<file path="config.mk">
export PLATFORM = sky130hd
export DESIGN_NAME = ddr2_arbiter
export DESIGN_NICKNAME = d
export VERILOG_FILES = /design/src/rtl/ddr2_arbiter_pkg.sv /design/src/rtl/ddr2_req_fifo.sv /design/src/rtl/ddr2_arbiter.sv
export SDC_FILE = /design/constraint.sdc
export NUM_CORES = 1
export LEC_CHECK = 0
export CORE_ASPECT_RATIO = 0.6
export CORE_UTILIZATION = 51
export DETAILED_ROUTE_END_ITERATION = 7
export PLACE_DENSITY = 0.81
export SETUP_SLACK_MARGIN = 0.02
export SYNTH_ARGS = -nofsm -noshare
export SYNTH_HDL_FRONTEND = slang
export SYNTH_SLANG_ARGS = --single-unit
</file>
<file path="constraint.sdc">
create_clock -name clk -period 6.9 [get_ports clk]
set_clock_uncertainty 0.2 [all_clocks]
set_input_delay 1.035 -clock clk [delete_from_list [all_inputs] [get_ports clk]]
set_output_delay 1.035 -clock clk [all_outputs]
set_load 0.01 [all_outputs]
</file>
<file path="src/rtl/ddr2_arbiter_pkg.sv">
// Shared widths, FSM states and request payload for the two-port DDR2 arbiter.
package ddr2_arbiter_pkg;

  localparam int unsigned ADDR_W = 26;
  localparam int unsigned DATA_W = 64;

  typedef enum logic [1:0] {
    S_IDLE    = 2'd0,
    S_ISSUE   = 2'd1,
    S_RECOVER = 2'd2
  } state_t;

  typedef struct packed {
    logic              we;
    logic [ADDR_W-1:0] addr;
    logic [DATA_W-1:0] wdata;
  } req_t;

endpackage

</file>
<file path="src/rtl/ddr2_req_fifo.sv">
// Per-port request queue; a push is refused whenever the queue was full at the
// start of the cycle, even if the head is popped on the same edge.
module ddr2_req_fifo
  import ddr2_arbiter_pkg::*;
#(
  parameter int unsigned DEPTH = 2
) (
  input  logic clk,
  input  logic rst,
  input  logic push,
  input  req_t push_entry,
  input  logic pop,
  output req_t head_c,
  output logic empty,
  output logic full
);

  localparam int unsigned PTR_W = (DEPTH > 1) ? $clog2(DEPTH) : 1;
  localparam int unsigned CNT_W = PTR_W + 1;

  req_t             mem [DEPTH];
  logic [PTR_W-1:0] rd_ptr;
  logic [PTR_W-1:0] wr_ptr;
  logic [CNT_W-1:0] cnt;
  logic [CNT_W-1:0] cnt_nxt;
  logic             do_push;
  logic             do_pop;

  always_comb begin
    do_push = push & ~full;
    do_pop  = pop & ~empty;
    cnt_nxt = cnt + CNT_W'(do_push) - CNT_W'(do_pop);
  end

  // Storage carries no reset; validity is tracked by the pointers and count.
  always_ff @(posedge clk) begin
    if (do_push) begin
      mem[wr_ptr] <= push_entry;
    end
  end

  always_ff @(posedge clk) begin
    if (rst) begin
      rd_ptr <= '0;
      wr_ptr <= '0;
      cnt    <= '0;
      empty  <= 1'b1;
      full   <= 1'b0;
    end else begin
      if (do_push) wr_ptr <= wr_ptr + PTR_W'(1);
      if (do_pop)  rd_ptr <= rd_ptr + PTR_W'(1);
      cnt   <= cnt_nxt;
      empty <= (cnt_nxt == '0);
      full  <= (cnt_nxt == CNT_W'(DEPTH));
    end
  end

  assign head_c = mem[rd_ptr];

endmodule

</file>
<file path="src/rtl/ddr2_arbiter.sv">
// Two-port round-robin front end for a single-command DDR2 controller: one
// command in flight, strobes held until acknowledge, one recovery cycle after.
module ddr2_arbiter
  import ddr2_arbiter_pkg::*;
#(
  parameter int unsigned FIFO_DEPTH = 2
) (
  input  logic              clk,
  input  logic              rst,
  input  logic              p0_req,
  input  logic              p0_we,
  input  logic [ADDR_W-1:0] p0_addr,
  input  logic [DATA_W-1:0] p0_wdata,
  output logic              p0_ready,
  output logic              p0_rvalid,
  output logic [DATA_W-1:0] p0_rdata,
  output logic              p0_wack,
  input  logic              p1_req,
  input  logic              p1_we,
  input  logic [ADDR_W-1:0] p1_addr,
  input  logic [DATA_W-1:0] p1_wdata,
  output logic              p1_ready,
  output logic              p1_rvalid,
  output logic [DATA_W-1:0] p1_rdata,
  output logic              p1_wack,
  output logic [ADDR_W-1:0] c_addr,
  output logic [DATA_W-1:0] c_data_in,
  output logic              c_rd_req,
  output logic              c_wr_req,
  input  logic              c_rdy,
  input  logic              c_ack,
  input  logic [DATA_W-1:0] c_data_out
);

  state_t            state, state_nxt;
  logic              gnt, gnt_nxt;
  logic              last_gnt, last_nxt;
  logic [ADDR_W-1:0] c_addr_nxt;
  logic [DATA_W-1:0] c_data_in_nxt;
  logic              c_rd_nxt, c_wr_nxt;
  logic [DATA_W-1:0] p0_rdata_nxt, p1_rdata_nxt;
  logic [1:0]        rvalid_nxt, wack_nxt;
  logic [1:0]        pop;
  logic [1:0]        empty, full;
  logic              sel;
  req_t              sel_entry;
  req_t              head [2];

  ddr2_req_fifo #(.DEPTH(FIFO_DEPTH)) u_fifo0 (
    .clk        (clk),
    .rst        (rst),
    .push       (p0_req),
    .push_entry ('{we: p0_we, addr: p0_addr, wdata: p0_wdata}),
    .pop        (pop[0]),
    .head_c     (head[0]),
    .empty      (empty[0]),
    .full       (full[0])
  );

  ddr2_req_fifo #(.DEPTH(FIFO_DEPTH)) u_fifo1 (
    .clk        (clk),
    .rst        (rst),
    .push       (p1_req),
    .push_entry ('{we: p1_we, addr: p1_addr, wdata: p1_wdata}),
    .pop        (pop[1]),
    .head_c     (head[1]),
    .empty      (empty[1]),
    .full       (full[1])
  );

  assign p0_ready = ~full[0];
  assign p1_ready = ~full[1];

  // Next-state and next-output logic.
  always_comb begin
    state_nxt     = state;
    gnt_nxt       = gnt;
    last_nxt      = last_gnt;
    c_addr_nxt    = c_addr;
    c_data_in_nxt = c_data_in;
    c_rd_nxt      = c_rd_req;
    c_wr_nxt      = c_wr_req;
    p0_rdata_nxt  = p0_rdata;
    p1_rdata_nxt  = p1_rdata;
    rvalid_nxt    = 2'b00;
    wack_nxt      = 2'b00;
    pop           = 2'b00;
    sel           = 1'b0;
    sel_entry     = head[0];

    unique case (state)
      S_IDLE: begin
        if (c_rdy && (~empty[0] || ~empty[1])) begin
          // On a tie the port not served last wins; otherwise the only non-empty one.
          sel           = (empty[0] || empty[1]) ? empty[0] : ~last_gnt;
          sel_entry     = sel ? head[1] : head[0];
          gnt_nxt       = sel;
          last_nxt      = sel;
          c_addr_nxt    = sel_entry.addr;
          c_data_in_nxt = sel_entry.wdata;
          c_rd_nxt      = ~sel_entry.we;
          c_wr_nxt      = sel_entry.we;
          state_nxt     = S_ISSUE;
        end
      end
      S_ISSUE: begin
        if (c_ack) begin
          c_rd_nxt  = 1'b0;
          c_wr_nxt  = 1'b0;
          pop[gnt]  = 1'b1;
          if (c_rd_req) begin
            if (gnt) p1_rdata_nxt = c_data_out;
            else     p0_rdata_nxt = c_data_out;
            rvalid_nxt[gnt] = 1'b1;
          end else begin
            wack_nxt[gnt] = 1'b1;
          end
          state_nxt = S_RECOVER;
        end
      end
      S_RECOVER: state_nxt = S_IDLE;
      default:   state_nxt = S_IDLE;
    endcase
  end

  // State and registered outputs.
  always_ff @(posedge clk) begin
    if (rst) begin
      state     <= S_IDLE;
      gnt       <= 1'b0;
      last_gnt  <= 1'b1;
      c_addr    <= '0;
      c_data_in <= '0;
      c_rd_req  <= 1'b0;
      c_wr_req  <= 1'b0;
      p0_rdata  <= '0;
      p1_rdata  <= '0;
      p0_rvalid <= 1'b0;
      p1_rvalid <= 1'b0;
      p0_wack   <= 1'b0;
      p1_wack   <= 1'b0;
    end else begin
      state     <= state_nxt;
      gnt       <= gnt_nxt;
      last_gnt  <= last_nxt;
      c_addr    <= c_addr_nxt;
      c_data_in <= c_data_in_nxt;
      c_rd_req  <= c_rd_nxt;
      c_wr_req  <= c_wr_nxt;
      p0_rdata  <= p0_rdata_nxt;
      p1_rdata  <= p1_rdata_nxt;
      p0_rvalid <= rvalid_nxt[0];
      p1_rvalid <= rvalid_nxt[1];
      p0_wack   <= wack_nxt[0];
      p1_wack   <= wack_nxt[1];
    end
  end

endmodule
</file>
# ---- Yosys cells after proc, flatten, opt, wreduce, memory -nomap -nowiden
# Memories as Yosys holds them, arrays and structs flattened. A register that Yosys moved wholly into a read port is not among the register bits.
# Index checks and enable logic that the tools add are counted.
dict set report totals {
  reg_bits 240
  latchBits 0
  ram_bits 364
  rom_bits 0
  in_bits 252
  wordCells 91
  memories 2
}
dict set report op_classes {
  n_addsub 8
  mul 0
  n_div 0
  n_lt_le_gt_ge 2
  n_eq_ne 5
  shift 0
  n_mux 22
  n_bitwise 14
  reduce_logical 15
}
# name words width rd rd_ports_with_merged_regs write_ports line
set mem_list {}
lappend mem_list {u_fifo0.mem 2 91 1 1 1 ddr2_req_fifo.sv:21} ;# req_t mem [DEPTH];
lappend mem_list {u_fifo1.mem 2 91 1 1 1 ddr2_req_fifo.sv:21}
# cell count
set op_table {}
lappend op_table {{$mux W91} 1}
lappend op_table {{$mux W1} 13}
lappend op_table {{$not A1 Y1} 10}
lappend op_table {{$mux W2} 4}
lappend op_table {{$reduce_and A4 Y1} 2}
lappend op_table {{$reduce_or A4 Y1} 2}
lappend op_table {{$logic_not A2 Y1} 3}
lappend op_table {{$add A1 B1 Y1 const B} 4}
lappend op_table {{$add A2 B1 Y2} 2}
lappend op_table {{$and A1 B1 Y1} 4}
lappend op_table {{$eq A2 B2 Y1 const B} 2}
lappend op_table {{$ne A2 B2 Y1 const B} 2}
lappend op_table {{$pmux W1 S2} 2}
lappend op_table {{$pmux W2 S2} 1}
lappend op_table {{$reduce_and A2 Y1} 2}
lappend op_table {{$sub A2 B1 Y2} 2}
lappend op_table {{$reduce_and A3 Y1} 1}
lappend op_table {{$eq A2 B1 Y1 const B} 1}
lappend op_table {{$logic_and A1 B1 Y1} 2}
lappend op_table {{$logic_or A1 B1 Y1} 2}
lappend op_table {{$lt A1 B2 Y1 const B} 1}
lappend op_table {{$reduce_bool A2 Y1} 1}
lappend op_table {{$demux W1 S1} 1}
lappend op_table {{$ge A1 B1 Y1 const B} 1}

# ---- Longest topological paths before layout
dict set report depth {
  word_depth 9
  mapped_depth 10
  depth_no_buf 8
}

# ---- Cells and area by module
# Synthesis repeated with hierarchy kept, for this count alone.
dict set report unflattened {
  hier_cells 1763
  area_unflattened_um2 23825.4
}
# mod n_inst cells_per_inst area_per_inst_um2
set by_module_without_submodules {}
lappend by_module_without_submodules {ddr2_arbiter 1 1135 9181.3}
lappend by_module_without_submodules {{ddr2_req_fifo (u_fifo1)} 1 314 7323.3}
lappend by_module_without_submodules {{ddr2_req_fifo (u_fifo0)} 1 314 7320.8}

# ---- Least setup slack after synthesis
# No wires, ideal clock.
dict set report synth_path {
  path_type {input to register}
  start {in p0_req}
  end {mem u_fifo0.mem[0][0] (netlist name) (enable)}
  setup_time_ns 0.552
  arrival_ns 5.333
  required_time_ns 6.148
  setup_slack_ns 0.815
  stages 2
  path_buffers 0
  cell_sequence {nor2b_1 > nor2b_1}
}
dict set report synth_via {
  elab_chain_len 3
}
# item line
set synth_rtl {}
lappend synth_rtl {{start: declaration} ddr2_arbiter.sv:10} ;# input logic p0_req,
lappend synth_rtl {{$and A1 B1 Y1} ddr2_req_fifo.sv:30} ;# do_push = push & ~full;
lappend synth_rtl {{$mux W1} ddr2_req_fifo.sv:37} ;# if (do_push) begin
lappend synth_rtl {{$mux W1 (implied by the code)} ddr2_req_fifo.sv:38} ;# mem[wr_ptr] <= push_entry;
lappend synth_rtl {{end: declaration} ddr2_req_fifo.sv:21}
# Every way passes these cells.

# ---- Worst setup path after layout
dict set report layout_path {
  start {in p0_req}
  end {mem u_fifo0.mem[0][35] (netlist name) (enable)}
}
dict set report layout_via {
  elab_chain_len 3
}
# item line
set layout_rtl {}
lappend layout_rtl {{$and A1 B1 Y1} ddr2_req_fifo.sv:30}
lappend layout_rtl {{via u_fifo0.do_push} ddr2_req_fifo.sv:26} ;# logic do_push;
lappend layout_rtl {{$mux W1} ddr2_req_fifo.sv:37}
lappend layout_rtl {{$mux W1 (implied by the code)} ddr2_req_fifo.sv:38}
# The timed path passes the listed nets, and every way through them passes these cells.

==> results.md <==
Global route:
- The initial antenna violation count is 7.
- Across every metal layer, demand over resource in global routing totals 0.2540.
- The via count of the first global-routing pass is 15090.
- The first global-routing pass estimated 87.01 mm of wire.
- The total overflow left after global routing is 0.
- The largest net degree at the start of global routing is 131.

STA:
- The upper clock frequency limit is 0.3015 GHz.
- The final period demand of the worst path is 3.317 ns.
- The worst setup slack after layout is about 3.6 ns.
- Final hold analysis gives a worst-case slack of ~0.27 ns.
- The final number of max-transition violations is 0.
- The transition time of the tightest slew-check pin is 1.251 ns.
- The total setup violations reported at the end of the flow is 0.
- The number of failing hold endpoints at the final stage came to 0.
- The post-route fraction of the period consumed by the critical path is 0.4807.
- The final sum of negative setup slack is 0 ns.
- Setup repair after global routing left no endpoint under its margin.
- The worst-case headroom to the max-slew limit is 0.1661.

Floorplanning:
- For this design the top-level I/O count stands at 478.
- The row count is 58.
- From left edge to right edge, the die measures 272.3 µm.
- The die is 164.2 µm tall.
- The area of the placeable core is about 43000 µm².
- The die covers 44710 µm².
- The initial core utilization is 0.5257.

Route:
- The first detailed-routing pass ran for 6 iterations.
- Dividing the detail-routed wire length by the instance count gives 21.97 µm.
- For this run, design rule violations remaining after detail routing come to 0.
- The number of nets still failing antenna checks after routing is 0.
- The total via count after detailed routing is 15290.
- In the routed layout, each cell is associated on average with a via count of roughly 5.7.
- The total length of routed wires is roughly 60 mm.
- In this run, the number of DRC markers left after iteration 0 of detailed routing was about 1400.

Finish:
- After filler insertion, the fill cell instance count of the layout stands at roughly 2900.
- At the end of the flow the core is filled with cells to 0.6856.
- The net count of the finished layout is between 2000 and 2500.
- The most common cell after layout, fill and taps aside is sky130_fd_sc_hd__clkdlybuf4s50_1.
- Registers take 15790 µm².
- The multi-input gate area in the final layout is 5939 µm².
- The synthesis-to-layout area growth is 30.40%.
- In the layout the commonest cells are 476 x sky130_fd_sc_hd__clkdlybuf4s50_1, 364 x sky130_fd_sc_hd__edfxtp_1, 239 x sky130_fd_sc_hd__dfxtp_1, 183 x sky130_fd_sc_hd__mux2i_1, 180 x sky130_fd_sc_hd__nand2_1.
- The layout cell share with drive strength beyond 1 is 0.09406.

Clock tree:
- In this run the post-CTS setup repair buffer count came out at 0.
- The worst-case clock buffer depth is 3.
- The post-CTS clock slew at the launch and capture registers of the worst setup and hold paths is 0.06 ns.
- TritonCTS built the clock tree.
- The number of clock buffers added by TritonCTS is 53.
- In this run the clock root is driven by a sky130_fd_sc_hd__clkbuf_16.
- Buffers inserted to repair hold after CTS numbered 0.
- Clock tree synthesis found a total of 606 sinks.
- The worst-skew pair later-pin latency is 0.58 ns.
- The H-tree was split into 2 levels.
- The number of gates resized after CTS is 0.

Outcome:
- The flow ran to the end, and the final reports show no timing, DRC or antenna violations.

Pwr:
- Power spread over the standard cell area amounts to 297.8 nW/µm².
- The internal power is ~6400 µW.
- The leakage dissipation is a little under 0.01 µW.
- The share of total power dissipated in the clock network is 0.344.
- The final total power is 8681 µW.
- The switching share of power is 0.2577.
- The combinational cell fraction of total power is 0.153.
- The worst ir drop on vdd is 0.2522 mV.
- Summed over all nets, the switching power comes to 2237 µW.
- The sequential share of power is 0.502.

Setup path:
- STA puts the critical path data required time at roughly 7 ns.
- In this run the register-to-register setup slack is around 3.9 ns.
- The critical path endpoint category is a flip-flop.
- The peak fanout along the critical path is 50.
- The critical path is of the primary input to flip-flop type.
- The worst setup path is launched from a primary input.
- Data arrives at the worst endpoint at 3.33 ns.

Place:
- The HPWL after detailed placement is ~37 mm.
- The final weighted congestion in routability-driven placement is 0.8660.
- The minimum setup slack after placement is 2.952 ns.
- The count of buffers inserted at the top-level ports is 477.

Logic synthesis:
- In the synthesized netlist the async set-or-reset flop fraction comes to 0.
- Summed over all instances, the cell type with the most area after synthesis is sky130_fd_sc_hd__edfxtp_1.
- By area the synthesized netlist is led by sky130_fd_sc_hd__edfxtp_1 49%, sky130_fd_sc_hd__dfxtp_1 22%, sky130_fd_sc_hd__mux2i_1 8.2%.
- The Yosys step of the flow raised 0 warnings.
- After technology mapping, the gate count stands at 1645.
- The dominant register cell in the synthesized netlist is sky130_fd_sc_hd__edfxtp_1.
- The number of register bits inferred by synthesis is 606.
- Dividing the synthesized area by the synthesized cell count gives about 14 µm².
- When the netlist entered floorplanning its net count stood at 1901.
- The netlist uses 42 different library cells.
- The count of flip-flops with a built-in enable after synthesis is between 300 and 400.
- The cell area that synthesis handed to floorplanning was roughly 22000 µm².
- Of the post-synthesis cell area, the dominant cell type holds 0.4889.
- The share of synthesized area occupied by flip-flops and latches is 0.7056.

Job:
- Across the run, the number of max-cap violations was 0.

Min path:
- The tightest min-delay check is of the flip-flop to flip-flop type.
## final timing paths
check	startpoint	cells after the start	to
min	c_addr[17]$_SDFFE_PP0P_	1	c_addr[17]$_SDFFE_PP0P_
min reg2reg	c_addr[17]$_SDFFE_PP0P_	1	c_addr[17]$_SDFFE_PP0P_
max	p0_req	5	u_fifo0.mem[0][35]$_DFFE_PP_
max reg2reg	gnt$_SDFFE_PP0P_	9	u_fifo1.empty$_SDFF_PP1_
## worst max-delay path, cell delays in order
cell	delay, ns
sky130_fd_sc_hd__clkdlybuf4s50_1	0.47
sky130_fd_sc_hd__nor2b_1	0.29
sky130_fd_sc_hd__nor2b_4	0.20
sky130_fd_sc_hd__buf_4	0.55
sky130_fd_sc_hd__buf_4	0.75
## per-stage QoR
stage	cell area [µm²]	instances
4_1_cts	29140	2675
5_1_grt	29150	2679
2_1_floorplan	22360	1645
3_5_place_dp	27380	2576
3_3_place_gp	27380	2576
6_report	29160	2680
## cell families after synthesis
logic type,count (synthesis),share of synthesized area
and+or+nand+nor,344,0.06889
DFF,606,0.7056
muxes,183,0.08193
xor gates and xnor gates,4,0.002798
buffers and inverters,140,0.03078
AOI/OAI and AO/OA,364,0.1078
adders and majority gates,4,0.002239
## per-layer routing
layer	vias to the layer above	part of all wire	routed length (µm)	global-route usage
met2	545	0.49	28870	0.4240
li1	6989	-	-	-
met3	135	0.064	3769	0.05161
met1	7616	0.41	24070	0.3256
met4	4	0.036	2145	0.1037
met5	-	0.00046	27	0
## power by group through the flow
stage	Clock, µW	Combinational [µW]	Sequential, µW
global placement	0	1290	4420
floorplan	0	674	4440
global route	3190	1430	4390
finish	2990	1330	4360
CTS	3040	1340	4360
detailed placement	0	1330	4430
## cells in the mapped netlist (7+ instances only)
cell	n
sky130_fd_sc_hd__edfxtp_1	364
sky130_fd_sc_hd__mux2i_1	183
sky130_fd_sc_hd__nand2_1	180
sky130_fd_sc_hd__nand3_1	128
sky130_fd_sc_hd__buf_6	9
sky130_fd_sc_hd__a21oi_1	135
sky130_fd_sc_hd__a32o_2	80
sky130_fd_sc_hd__nor2_1	9
sky130_fd_sc_hd__nor3_1	7
sky130_fd_sc_hd__clkbuf_1	57
sky130_fd_sc_hd__a32o_1	11
sky130_fd_sc_hd__dfxtp_1	242
sky130_fd_sc_hd__buf_2	63
sky130_fd_sc_hd__o21ai_0	129
## sequential cells by signal, summed over array words and instances (netlist names), 2 cells and up, named ones only
register	flops
u_fifo0.cnt	2
p1_rdata	64
p0_rdata	64
c_addr	26
u_fifo0.mem	182
state	2
c_data_in	64
u_fifo1.cnt	2
u_fifo1.mem	182
## area by class of cell
type | instances | share of cell area
timing repair buffer | 494 | 0.1685
tap | 570 | 0.02446
sequential | 606 | 0.5415
multi-input combinational | 899 | 0.2037
clock inverter | 21 | 0.007210
antenna | 5 | 0.0004291
inverter | 7 | 0.0009012
clock buffer | 78 | 0.05334
Power figures use the tool's default switching activity.
